==> config.mk <==
export PLATFORM = sky130hd
export DESIGN_NAME = bcd_clock_register
export DESIGN_NICKNAME = d
export VERILOG_FILES = /design/src/rtl/bcd_clock_register.sv
export SDC_FILE = /design/constraint.sdc
export NUM_CORES = 1
export LEC_CHECK = 0
export CORE_AREA = 3 3 73 75
export DETAILED_ROUTE_END_ITERATION = 7
export DIE_AREA = 0 0 76 78
export GPL_TIMING_DRIVEN = 0
export MAX_ROUTING_LAYER = met4
export PLACE_DENSITY = 0.71
export RECOVER_POWER = 25
export SYNTH_ARGS = -nofsm -noshare
export SYNTH_HDL_FRONTEND = slang
export SYNTH_SLANG_ARGS = --single-unit
==> constraint.sdc <==
create_clock -name clk -period 2 [get_ports clk]
set_input_delay 0.3 -clock clk [delete_from_list [all_inputs] [get_ports clk]]
set_output_delay 0.3 -clock clk [all_outputs]
set_load 0.005 [all_outputs]
==> src/rtl/bcd_clock_register.sv <==
// Time-of-day counter holding six packed BCD digits {ht,ho,mt,mo,st,so}.
// Advances from a prescaled tick stream in 24h or 12h (am/pm) mode; loads are range-checked.
module bcd_clock_register #(
  parameter int TICKS_PER_SEC = 1,
  parameter bit MODE_24H      = 1'b1
) (
  input  logic        clk,
  input  logic        reset,
  input  logic        en,
  input  logic        tick,
  input  logic        load,
  input  logic [23:0] ld_time,
  input  logic        ld_pm,
  output logic [23:0] time_out,
  output logic        pm,
  output logic        sec_pulse,
  output logic        day_wrap,
  output logic        load_err
);

  localparam int PW = (TICKS_PER_SEC > 1) ? $clog2(TICKS_PER_SEC) : 1;
  localparam logic [PW-1:0] PS_MAX = PW'(TICKS_PER_SEC - 1);

  // 12h mode powers up at 12:00:00 AM.
  localparam logic [3:0] RST_HT = MODE_24H ? 4'd0 : 4'd1;
  localparam logic [3:0] RST_HO = MODE_24H ? 4'd0 : 4'd2;

  logic [3:0]    ht_q, ho_q, mt_q, mo_q, st_q, so_q;
  logic [3:0]    ht_d, ho_d, mt_d, mo_d, st_d, so_d;
  logic          pm_q, pm_d;
  logic [PW-1:0] presc_q, presc_d;
  logic          sec_pulse_q, sec_pulse_d;
  logic          day_wrap_q, day_wrap_d;
  logic          load_err_q, load_err_d;

  logic [3:0]    ld_ht, ld_ho, ld_mt, ld_mo, ld_st, ld_so;
  logic          digits_ok;
  logic          hour_ok;
  logic          ld_valid;
  logic          sec_adv;
  logic          min_carry;
  logic          hour_carry;

  assign ld_ht = ld_time[23:20];
  assign ld_ho = ld_time[19:16];
  assign ld_mt = ld_time[15:12];
  assign ld_mo = ld_time[11:8];
  assign ld_st = ld_time[7:4];
  assign ld_so = ld_time[3:0];

  // Load range check.
  always_comb begin
    digits_ok = (ld_ht <= 4'd9) && (ld_ho <= 4'd9) &&
                (ld_mt <= 4'd5) && (ld_mo <= 4'd9) &&
                (ld_st <= 4'd5) && (ld_so <= 4'd9);
    if (MODE_24H) begin
      hour_ok = (ld_ht < 4'd2) || ((ld_ht == 4'd2) && (ld_ho <= 4'd3));
    end else begin
      hour_ok = ((ld_ht == 4'd0) && (ld_ho != 4'd0)) ||
                ((ld_ht == 4'd1) && (ld_ho <= 4'd2));
    end
    ld_valid = digits_ok && hour_ok;
  end

  assign sec_adv = en && tick && (presc_q == PS_MAX);

  // Seconds and minutes ripple; hour_carry fires when mm:ss goes 59:59 -> 00:00.
  always_comb begin
    so_d       = so_q;
    st_d       = st_q;
    mo_d       = mo_q;
    mt_d       = mt_q;
    min_carry  = 1'b0;
    hour_carry = 1'b0;
    if (so_q != 4'd9) begin
      so_d = so_q + 4'd1;
    end else begin
      so_d = 4'd0;
      if (st_q != 4'd5) begin
        st_d = st_q + 4'd1;
      end else begin
        st_d      = 4'd0;
        min_carry = 1'b1;
      end
    end
    if (min_carry) begin
      if (mo_q != 4'd9) begin
        mo_d = mo_q + 4'd1;
      end else begin
        mo_d = 4'd0;
        if (mt_q != 4'd5) begin
          mt_d = mt_q + 4'd1;
        end else begin
          mt_d       = 4'd0;
          hour_carry = 1'b1;
        end
      end
    end
  end

  // Next-state selection: load beats tick, and a load of either kind consumes the cycle.
  always_comb begin
    ht_d        = ht_q;
    ho_d        = ho_q;
    pm_d        = pm_q;
    presc_d     = presc_q;
    sec_pulse_d = 1'b0;
    day_wrap_d  = 1'b0;
    load_err_d  = 1'b0;
    if (load) begin
      if (!ld_valid) begin
        load_err_d = 1'b1;
      end else begin
        ht_d    = ld_ht;
        ho_d    = ld_ho;
        pm_d    = MODE_24H ? 1'b0 : ld_pm;
        presc_d = '0;
      end
    end else if (en && tick) begin
      if (!sec_adv) begin
        presc_d = presc_q + 1'b1;
      end else begin
        presc_d     = '0;
        sec_pulse_d = 1'b1;
        if (hour_carry) begin
          if (MODE_24H) begin
            if ((ht_q == 4'd2) && (ho_q == 4'd3)) begin
              ht_d       = 4'd0;
              ho_d       = 4'd0;
              day_wrap_d = 1'b1;
            end else if (ho_q == 4'd9) begin
              ht_d = ht_q + 4'd1;
              ho_d = 4'd0;
            end else begin
              ho_d = ho_q + 4'd1;
            end
          end else begin
            // 11 -> 12 flips am/pm; leaving 11 PM is the midnight roll-over.
            if ((ht_q == 4'd1) && (ho_q == 4'd1)) begin
              ht_d       = 4'd1;
              ho_d       = 4'd2;
              pm_d       = ~pm_q;
              day_wrap_d = pm_q;
            end else if ((ht_q == 4'd1) && (ho_q == 4'd2)) begin
              ht_d = 4'd0;
              ho_d = 4'd1;
            end else if (ho_q == 4'd9) begin
              ht_d = ht_q + 4'd1;
              ho_d = 4'd0;
            end else begin
              ho_d = ho_q + 4'd1;
            end
          end
        end
      end
    end
  end

  always_ff @(posedge clk) begin
    if (reset) begin
      ht_q        <= RST_HT;
      ho_q        <= RST_HO;
      mt_q        <= 4'd0;
      mo_q        <= 4'd0;
      st_q        <= 4'd0;
      so_q        <= 4'd0;
      pm_q        <= 1'b0;
      presc_q     <= '0;
      sec_pulse_q <= 1'b0;
      day_wrap_q  <= 1'b0;
      load_err_q  <= 1'b0;
    end else begin
      ht_q        <= ht_d;
      ho_q        <= ho_d;
      if (load) begin
        if (ld_valid) begin
          mt_q <= ld_mt;
          mo_q <= ld_mo;
          st_q <= ld_st;
          so_q <= ld_so;
        end
      end else if (sec_adv) begin
        mt_q <= mt_d;
        mo_q <= mo_d;
        st_q <= st_d;
        so_q <= so_d;
      end
      pm_q        <= pm_d;
      presc_q     <= presc_d;
      sec_pulse_q <= sec_pulse_d;
      day_wrap_q  <= day_wrap_d;
      load_err_q  <= load_err_d;
    end
  end

  assign time_out  = {ht_q, ho_q, mt_q, mo_q, st_q, so_q};
  assign pm        = MODE_24H ? 1'b0 : pm_q;
  assign sec_pulse = sec_pulse_q;
  assign day_wrap  = day_wrap_q;
  assign load_err  = load_err_q;

endmodule

---- Word-level counts from Yosys, hierarchy flattened ----
Cells that the tools add are included.
W data, S select, Z words.
operators by class
  reduce and logical (&&, ||, !) cells .... 26
  bitwise gates (word level) .............. 5
  magnitude comparators ................... 8
  equality and inequality tests ........... 11
  add/sub/neg operators ................... 7
  mux-type cells .......................... 46
operators with widths
  kind                   number
  $mux W4                34
  $add A4 B1 Y4 const B  6
  $le A4 B4 Y1 const B   4
  $eq A4 B2 Y1 const B   3
  $mux W1                12
  $logic_and A1 B1 Y1    10
  $le A4 B3 Y1 const B   2
  $ne A4 B3 Y1 const B   2
  $ne A4 B4 Y1 const B   2
  $reduce_and A4 Y1      2
  $reduce_bool A2 Y1     4
  $reduce_and A3 Y1      2
  $not A1 Y1             5
  $reduce_and A5 Y1      1
  $reduce_or A5 Y1       1
  $eq A4 B4 Y1 const B   1
  $le A4 B2 Y1 const B   1
  $lt A4 B2 Y1 const B   1
  $ne A2 B2 Y1 const B   2
  $reduce_and A2 Y1      2
  $reduce_bool A3 Y1     1
  $reduce_or A3 Y1       1
  $ne A2 B1 Y1 const B   1
  $reduce_or A2 Y1       1
  2 further kinds        2
word-level totals
  bits in registers ....................... 28
  output and inout port bits .............. 28
  logic and storage cells ................. 113

---- Depth between registers and ports, before layout ----
Gate-level depths: netlist of the first run.
  depth in word-level cells ............... 9
  mapped depth ............................ 7
  mapped depth without buffers ............ 7

---- Worst setup path after synthesis of the first run ----
Ideal clock, no wire load.
  kind .................................... input -> register
  start ................................... in ld_time[22]
  end ..................................... reg so_q[0]
  buffers on the path ..................... 2
  library setup time ...................... 132 ps
  slack ................................... 70 ps
  arrival time ............................ 1798 ps
  required time ........................... 1868 ps
  stages .................................. 7
  cell sequence ........................... or4_4 nand4b_4 or2_1 buf_2 buf_2 a31oi_1 a21oi_1
between the ends
  word-level cells in the longest chain between the ends .. 9
  elaborated cells between the ends (all ways) .. 13
ends and longest elaborated chain
  element                            RTL line  RTL
  from (decl)                        12        input logic [23:0] ld_time,
  $le A4 B4 Y1                       53        digits_ok = (ld_ht <= 4'd9) && (ld_ho <= 4'd9) &&
  $logic_and A1 B1 Y1 (2 in series)  53
  $logic_and A1 B1 Y1 (2 in series)  54        (ld_mt <= 4'd5) && (ld_mo <= 4'd9) &&
  $logic_and A1 B1 Y1                55        (ld_st <= 4'd5) && (ld_so <= 4'd9);
  $logic_and A1 B1 Y1 *              62        ld_valid = digits_ok && hour_ok;
  $ne A2 B1 Y1 (no line) *           --
  $reduce_and A2 Y1 (no line) *      --
  to (signal assigned)               180       so_q <= ld_so;
  to (decl)                          28        logic [3:0] ht_q, ho_q, mt_q, mo_q, st_q, so_q;
Mark *: on every way between the ends. The rest lies on a longest branch, timed or not.
A chain may end at the register's enable or synchronous reset.

---- Worst setup path after layout of the first run ----
  start ................................... in ld_time[19]
  end ..................................... reg st_q[1]
between the ends
  word-level cells in the longest chain between the ends .. 9
  elaborated cells between the ends (all ways) .. 12
ends and longest elaborated chain
  element                            RTL line  RTL
  $le A4 B4 Y1                       53
  $logic_and A1 B1 Y1 (2 in series)  53
  $logic_and A1 B1 Y1 (2 in series)  54
  $logic_and A1 B1 Y1                55
  $logic_and A1 B1 Y1 *              62
  $ne A2 B1 Y1 (no line) *           --
  $reduce_and A3 Y1 (no line) *      --
  to (signal assigned)               179       st_q <= ld_st;
  to (signal assigned)               185       st_q <= st_d;
  to (decl)                          28
Marked as above.

==> impl_metrics.csv, run 1 <==
group,metric,value,unit
status,status,"finished clean",
route,first_iter_violations,173,
clocking,cts_sinks,28,
global_routing,grt_pass1_vias,1998,
critical_path,crit_path_start,"ld_time[19]",
min_path,hold_path.startpoint,"ld_time[22]",
timing,finalCritPeriodShare,97.3,%
floorplanning,die_y,78,µm
clocking,worstSkewPairLatency,0.28,ns
placed_design,place_area,0.00247,mm²
global_routing,grt_max_degree,16,
synthesis,synthArstFlopShare,0,%
power_and_ir_drop,internal-power,0.000829,W
layout,area_delta_synth_final,48.7,%
critical_path,criticalPathCategory,"in2reg",
power_and_ir_drop,leakagePower,0.991,nW
clocking,clkTransAtPathRegs,0.10,ns
placed_design,io_buffers,54,
route,wl_per_cell,16.4,µm
synthesis,synthCells,231,
route,dr.pass1.iters,4,
critical_path,required,2.21,ns
route,drc_errors,0,
placed_design,place_hpwl,4.12,mm
clocking,cts_tree,"done",
synthesis,yosys_warnings,0,
critical_path,critPathArrivalTime,2.16,ns
floorplanning,dieArea,0.00593,mm²
power_and_ir_drop,switchingPower,0.000297,W
floorplanning,ioPinCount,58,
synthesis,syn_area,0.00185,mm²
clocking,root_buffer,"clkbuf_8",
placed_design,dp.cells,352,
route,totalWireLength,5.97,mm
synthesis,postSynthAreaPerCell,8.01,µm²
clocking,h-tree-depth,1,
power_and_ir_drop,pwr-share-clk,32.6,%
route,vias,2104,
min_path,hold_path.class,"in2reg",
timing,rsz0062_at_grt,"false",
power_and_ir_drop,power_frac_comb,17.1,%
floorplanning,initial_utilization,39.2,%
synthesis,ys_types,57,
power_and_ir_drop,switching_share,26.4,%
synthesis,ys.flop_type,"dfxtp_1",
power_and_ir_drop,ir_drop,0.261,mV
critical_path,r2r_start,"ht_q[0]$_SDFFE_PP0P_",
timing,finalHoldViolCount,0,
synthesis,yosysSeqAreaShare,30.3,%
timing,drv_slew,0,
floorplanning,coreArea,0.00472,mm²
global_routing,grt_overflow,0,
layout,fin_nets,330,
synthesis,synth-seq-cells,28,
global_routing,antenna_found_initial,0,
layout,final_area,0.00275,mm²
global_routing,grt_first_pass_wirelength,9.53,mm
route,routed_via_density,5.78,
critical_path,cp-end-kind,"flop",
synthesis,synth_edf_count,0,
global_routing,grt_usage,20.3,%
placed_design,gp_congestion,0.832,
floorplanning,fp.dieW,76,µm
timing,worst_slew_pin_slew,0.643,ns
layout,final_cells,364,
timing,finClkSkew,0.00440,ns
power_and_ir_drop,seq_power_share,50.3,%
route,final_antenna_net_count,0,
timing,fin_crit,1.95,ns
run,drv_cap,0,
timing,max_freq,514,MHz
timing,hold_ws,0.410,ns
critical_path,start_kind,"primary input",
timing,setup_violations,0,
timing,timing.slew.headroom,57.1,%
clocking,cts_buffers,3,
layout,drive_gt1_share,17.2,%
layout,antenna_cells,0,
synthesis,synth_nets,263,
critical_path,crit_path_max_fanout,7,
timing,tns,0,ns
clocking,cts_max_path_buffers,2,
floorplanning,std_cell_rows,25,
power_and_ir_drop,cellPowerDensity,409,mW/mm²
power_and_ir_drop,finalPower,0.00113,W
## critical path: stages
cell and delay (ns):
clkdlybuf4s50_1 0.48, o31ai_4 0.32, nand3_4 0.19, or2_4 0.34
buf_4 0.16, a22o_1 0.22, a21oi_1 0.14
## worst paths after layout
| kind | to | slack (ns) | cells after the start |
|---|---|---|---|
| setup / recovery | st_q[1]$_SDFFE_PP0P_ | 0.05 | 7 |
| hold / removal | ht_q[2]$_SDFFE_PP0P_ | 0.41 | 3 |
| setup reg to reg | ht_q[3]$_SDFFE_PP0P_ | 0.09 | 6 |
| hold reg to reg | presc_q$_SDFFE_PP0P_ | 0.48 | 1 |
## flip-flops by register name, indices dropped and copies added, names as in the netlist
name       flops
ho_q           4
ht_q           4
mo_q           4
mt_q           4
so_q           4
st_q           4
day_wrap       1
load_err       1
presc_q        1
sec_pulse      1
## power groups by stage
stage / registers (W) / clock network, W / logic (W)
2_1_floorplan: 0.000580 / 0 / 0.0000721
3_3_place_gp: 0.000580 / 0 / 0.000170
3_5_place_dp: 0.000580 / 0 / 0.000170
4_1_cts: 0.000567 / 0.000371 / 0.000182
5_1_grt: 0.000567 / 0.000386 / 0.000208
6_report: 0.000566 / 0.000367 / 0.000193
## synth_stat cells (2+ instances only)
cell type | n | area [µm²]
buf_2 | 3 | 15.0
mux2i_1 | 6 | 60.1
o31ai_1 | 3 | 22.5
nor4b_1 | 2 | 17.5
ha_1 | 2 | 25.0
nor2b_1 | 7 | 43.8
a22o_1 | 4 | 35.0
o21ai_0 | 16 | 80.1
nand2b_1 | 4 | 25.0
dfxtp_1 | 28 | 561
a211oi_1 | 3 | 22.5
o21ai_1 | 6 | 30.0
inv_1 | 7 | 26.3
o32ai_1 | 2 | 17.5
a31oi_1 | 5 | 31.3
nor3b_1 | 3 | 22.5
clkbuf_1 | 10 | 37.5
or4_1 | 2 | 15.0
and3_1 | 4 | 25.0
a21oi_1 | 22 | 110
o211ai_1 | 3 | 22.5
nor3_1 | 7 | 35.0
and4bb_2 | 2 | 25.0
a22oi_1 | 4 | 30.0
or3_1 | 3 | 18.8
nor2_1 | 10 | 37.5
nand2_1 | 22 | 82.6
a211o_1 | 2 | 17.5
nand3_1 | 10 | 50.1
a32o_1 | 2 | 20.0
## cell type report
cell class,count,area [µm²]
Timing Repair Buffer,64,624
Multi-Input combinational cell,181,1320
Clock buffer,4,55.1
Fill cell,423,1970
Sequential cell,28,571
Tap cell,67,83.8
Buffer,13,75.1
Inverter,7,26.3
## per-stage QoR
step | setup WS [ns] | utilization (%)
2_1_floorplan | 0.0696 | -
3_3_place_gp | -0.674 | 52.4
3_5_place_dp | -0.683 | 52.4
4_1_cts | 0.000314 | 57.0
5_1_grt | 0.00135 | 58.3
6_report | 0.0548 | 58.3
## cells by family (layout without fill, tap and decap cells)
family | count (synthesis) | after routing | synth area share, %
adder cells (fa/ha/maj) | 2 | 2 | 1.35
AND/OR/NAND/NOR | 86 | 86 | 28.3
other | 1 | 1 | 0.203
AO/OA/AOI/OAI | 86 | 86 | 31.7
buffers and inverters | 22 | 88 | 4.87
multiplexers | 6 | 6 | 3.25
flip-flops | 28 | 28 | 30.3
## per-layer routing
| layer | vias to the layer above | track usage (%) | share of wire, % | routed length [µm] |
|---|---|---|---|---|
| li1 | 1016 | - | - | - |
| met1 | 978 | 25.4 | 43 | 2600 |
| met2 | 97 | 31.4 | 46 | 2750 |
| met3 | 13 | 3.71 | 8.5 | 510 |
| met4 | 0 | 10.1 | 2.0 | 119 |
| met5 | - | - | 0 | 0 |
## layout by cell type (no fill, tap or decap), types with 6 or more instances in the layout
| master | netlist | routed |
|---|---|---|
| a21oi_1 | 22 | 22 |
| buf_4 | 1 | 10 |
| dlygate4sd3_1 | 0 | 6 |
| o21ai_1 | 6 | 7 |
| nand3_1 | 10 | 9 |
| clkdlybuf4s50_1 | 0 | 42 |
| nand2_1 | 22 | 22 |
| nor2_1 | 10 | 9 |
| clkbuf_1 | 10 | 6 |
| dfxtp_1 | 28 | 22 |
| nor3_1 | 7 | 7 |
| mux2i_1 | 6 | 6 |
| inv_1 | 7 | 7 |
| o21ai_0 | 16 | 12 |
| nor2b_1 | 7 | 6 |
## repair_timing
action                     4_1_cts  5_1_grt
resized for setup               33       18
pin swaps                        4        3
setup buffers                    7        3
hold buffers                     0        0
setup endpoints to repair       24       15
No activity file was read; power rests on OpenSTA's default activity.
==> inputs of run 2 (changes only) <==
--- a/config.mk
+++ b/config.mk
@@ -5,12 +5,13 @@
 export SDC_FILE = /design/constraint.sdc
 export NUM_CORES = 1
 export LEC_CHECK = 0
-export CORE_AREA = 3 3 73 75
+export CORE_AREA = 3 3 71 73
 export DETAILED_ROUTE_END_ITERATION = 7
-export DIE_AREA = 0 0 76 78
+export DIE_AREA = 0 0 74 76
+export GPL_ROUTABILITY_DRIVEN = 0
 export GPL_TIMING_DRIVEN = 0
 export MAX_ROUTING_LAYER = met4
-export PLACE_DENSITY = 0.71
+export PLACE_DENSITY = 0.74
 export RECOVER_POWER = 25
 export SYNTH_ARGS = -nofsm -noshare
 export SYNTH_HDL_FRONTEND = slang
==> impl_metrics.csv, run 2 (synthesis gave the netlist of run 1 again) <==
group,metric,value,unit
layout,ff_latch_area,568,µm²
placed_design,place_hpwl,4.16,mm
clocking,cts_hold_buf,0,
critical_path,criticalPathCategory,"in2reg",
route,drc_errors,0,
clocking,h-tree-depth,1,
floorplanning,fp.dieW,74,µm
layout,area_delta_synth_final,44.6,%
timing,finalCritPeriodShare,96.9,%
floorplanning,std_cell_rows,24,
route,totalWireLength,5.83,mm
clocking,worstSkewPairLatency,0.28,ns
timing,worst_slew_pin_slew,0.593,ns
clocking,cts_buffers,3,
timing,setup_violations,0,
floorplanning,die_y,76,µm
floorplanning,ioPinCount,58,
clocking,cts_sinks,28,
timing,finalHoldViolCount,0,
timing,drv_slew,0,
timing,timing.slew.headroom,60.5,%
timing,max_freq,516,MHz
global_routing,grt_usage,20.9,%
min_path,hold_path.class,"reg2reg",
critical_path,crit_path_max_fanout,10,
global_routing,antenna_found_initial,0,
route,first_iter_violations,160,
critical_path,required,2.14,ns
status,status,"finished clean",
layout,multi_input_area,0.00131,mm²
layout,final_area,0.00268,mm²
timing,hold_ws,0.469,ns
layout,final_common_cell,"clkdlybuf4s50_1",
critical_path,r2r_slack,0.10,ns
timing,fin_crit,1.94,ns
clocking,clkTransAtPathRegs,0.09,ns
floorplanning,coreArea,0.00441,mm²
timing,finClkSkew,0.00455,ns
timing,rsz0062_at_grt,"false",
layout,fin_nets,329,
placed_design,place_area,0.00246,mm²
route,final_antenna_net_count,0,
global_routing,grt_overflow,0,
layout,final_core_util,60.6,%
global_routing,grt_pass1_vias,1880,
route,vias,2101,
placed_design,io_buffers,54,
floorplanning,initial_utilization,41.9,%
power_and_ir_drop,cellPowerDensity,397,mW/mm²
global_routing,grt_first_pass_wirelength,9.20,mm
critical_path,cp-end-kind,"flop",
clocking,root_buffer,"clkbuf_8",
clocking,cts_tree,"done",
floorplanning,dieArea,0.00562,mm²
power_and_ir_drop,leakagePower,0.964,nW
critical_path,critPathArrivalTime,2.08,ns
power_and_ir_drop,ir_drop,0.243,mV
layout,fill_cells,392,
placed_design,preCtsSetupSlack,-0.639,ns
layout,antenna_cells,0,
critical_path,start_kind,"primary input",
global_routing,grt_max_degree,15,
run,drv_cap,0,
clocking,cts_max_path_buffers,2,
timing,fin_ws,0.0614,ns
route,dr.pass1.iters,5,
layout,layout.cells.most_common_list,"41 x clkdlybuf4s50_1, 24 x dfxtp_1, 21 x nand2_1, 21 x a21oi_1, 12 x o21ai_0",
layout,drive_gt1_share,16.6,%
route,routed_via_density,6.05,
route,wl_per_cell,16.8,µm
[run 2: routing by layer]
layer | GRT usage, % | vias to the layer above | routed length, µm | part of all wire, %
li1 | - | 1011 | - | -
met1 | 28.2 | 996 | 2580 | 44
met2 | 31.9 | 89 | 2770 | 48
met3 | 2.24 | 5 | 422 | 7.2
met4 | 7.25 | 0 | 51 | 0.87
met5 | - | - | 0 | 0
[run 2: final cells by class]
cell class	instances	area share, %
sequential	28	21.2
tap	52	2.43
clock buffer	3	1.54
multi-input combinational	181	48.9
inverter	7	0.982
timing repair buffer	64	22.7
buffer	12	2.29
[run 2: power by group]
part           total, W  internal (W)  switching, W
combinational  0.000188     0.0000884      0.000100
clock          0.000309      0.000136      0.000173
sequential     0.000566      0.000561    0.00000496
total           0.00106      0.000785      0.000278
[run 2: repair_timing]
item	in CTS	in global routing
buffers inserted	4	6
pin swaps	3	4
resized for setup	32	20
hold endpoints to repair	0	0
setup endpoints to repair	25	19
[run 2: final timing paths]
path | startpoint | to | cells past startpoint
max | ld_time[7] | mo_q[0]$_SDFFE_PP0P_ | 7
min | presc_q$_SDFFE_PP0P_ | presc_q$_SDFFE_PP0P_ | 1
max reg2reg | st_q[1]$_SDFFE_PP0P_ | ho_q[2]$_SDFFE_PP0P_ | 5
min reg2reg | presc_q$_SDFFE_PP0P_ | presc_q$_SDFFE_PP0P_ | 1
[run 2: through the flow]
| step | power [W] | TNS, ns | instances |
|---|---|---|---|
| finish | 0.00106 | 0 | 347 |
| global route | 0.00110 | 0 | 347 |
| CTS | 0.00106 | 0 | 343 |
| detailed placement | 0.000750 | -11.94 | 337 |
| global placement | 0.000749 | -11.89 | 337 |
| floorplan | 0.000652 | 0 | 231 |
[run 2: critical path, cell delays in order]
cell and delay, ns:
dlygate4sd2_1 0.26, or4_4 0.54, nand4b_4 0.24, or2_4 0.33, buf_6 0.16, a31oi_1 0.17, a21oi_1 0.08
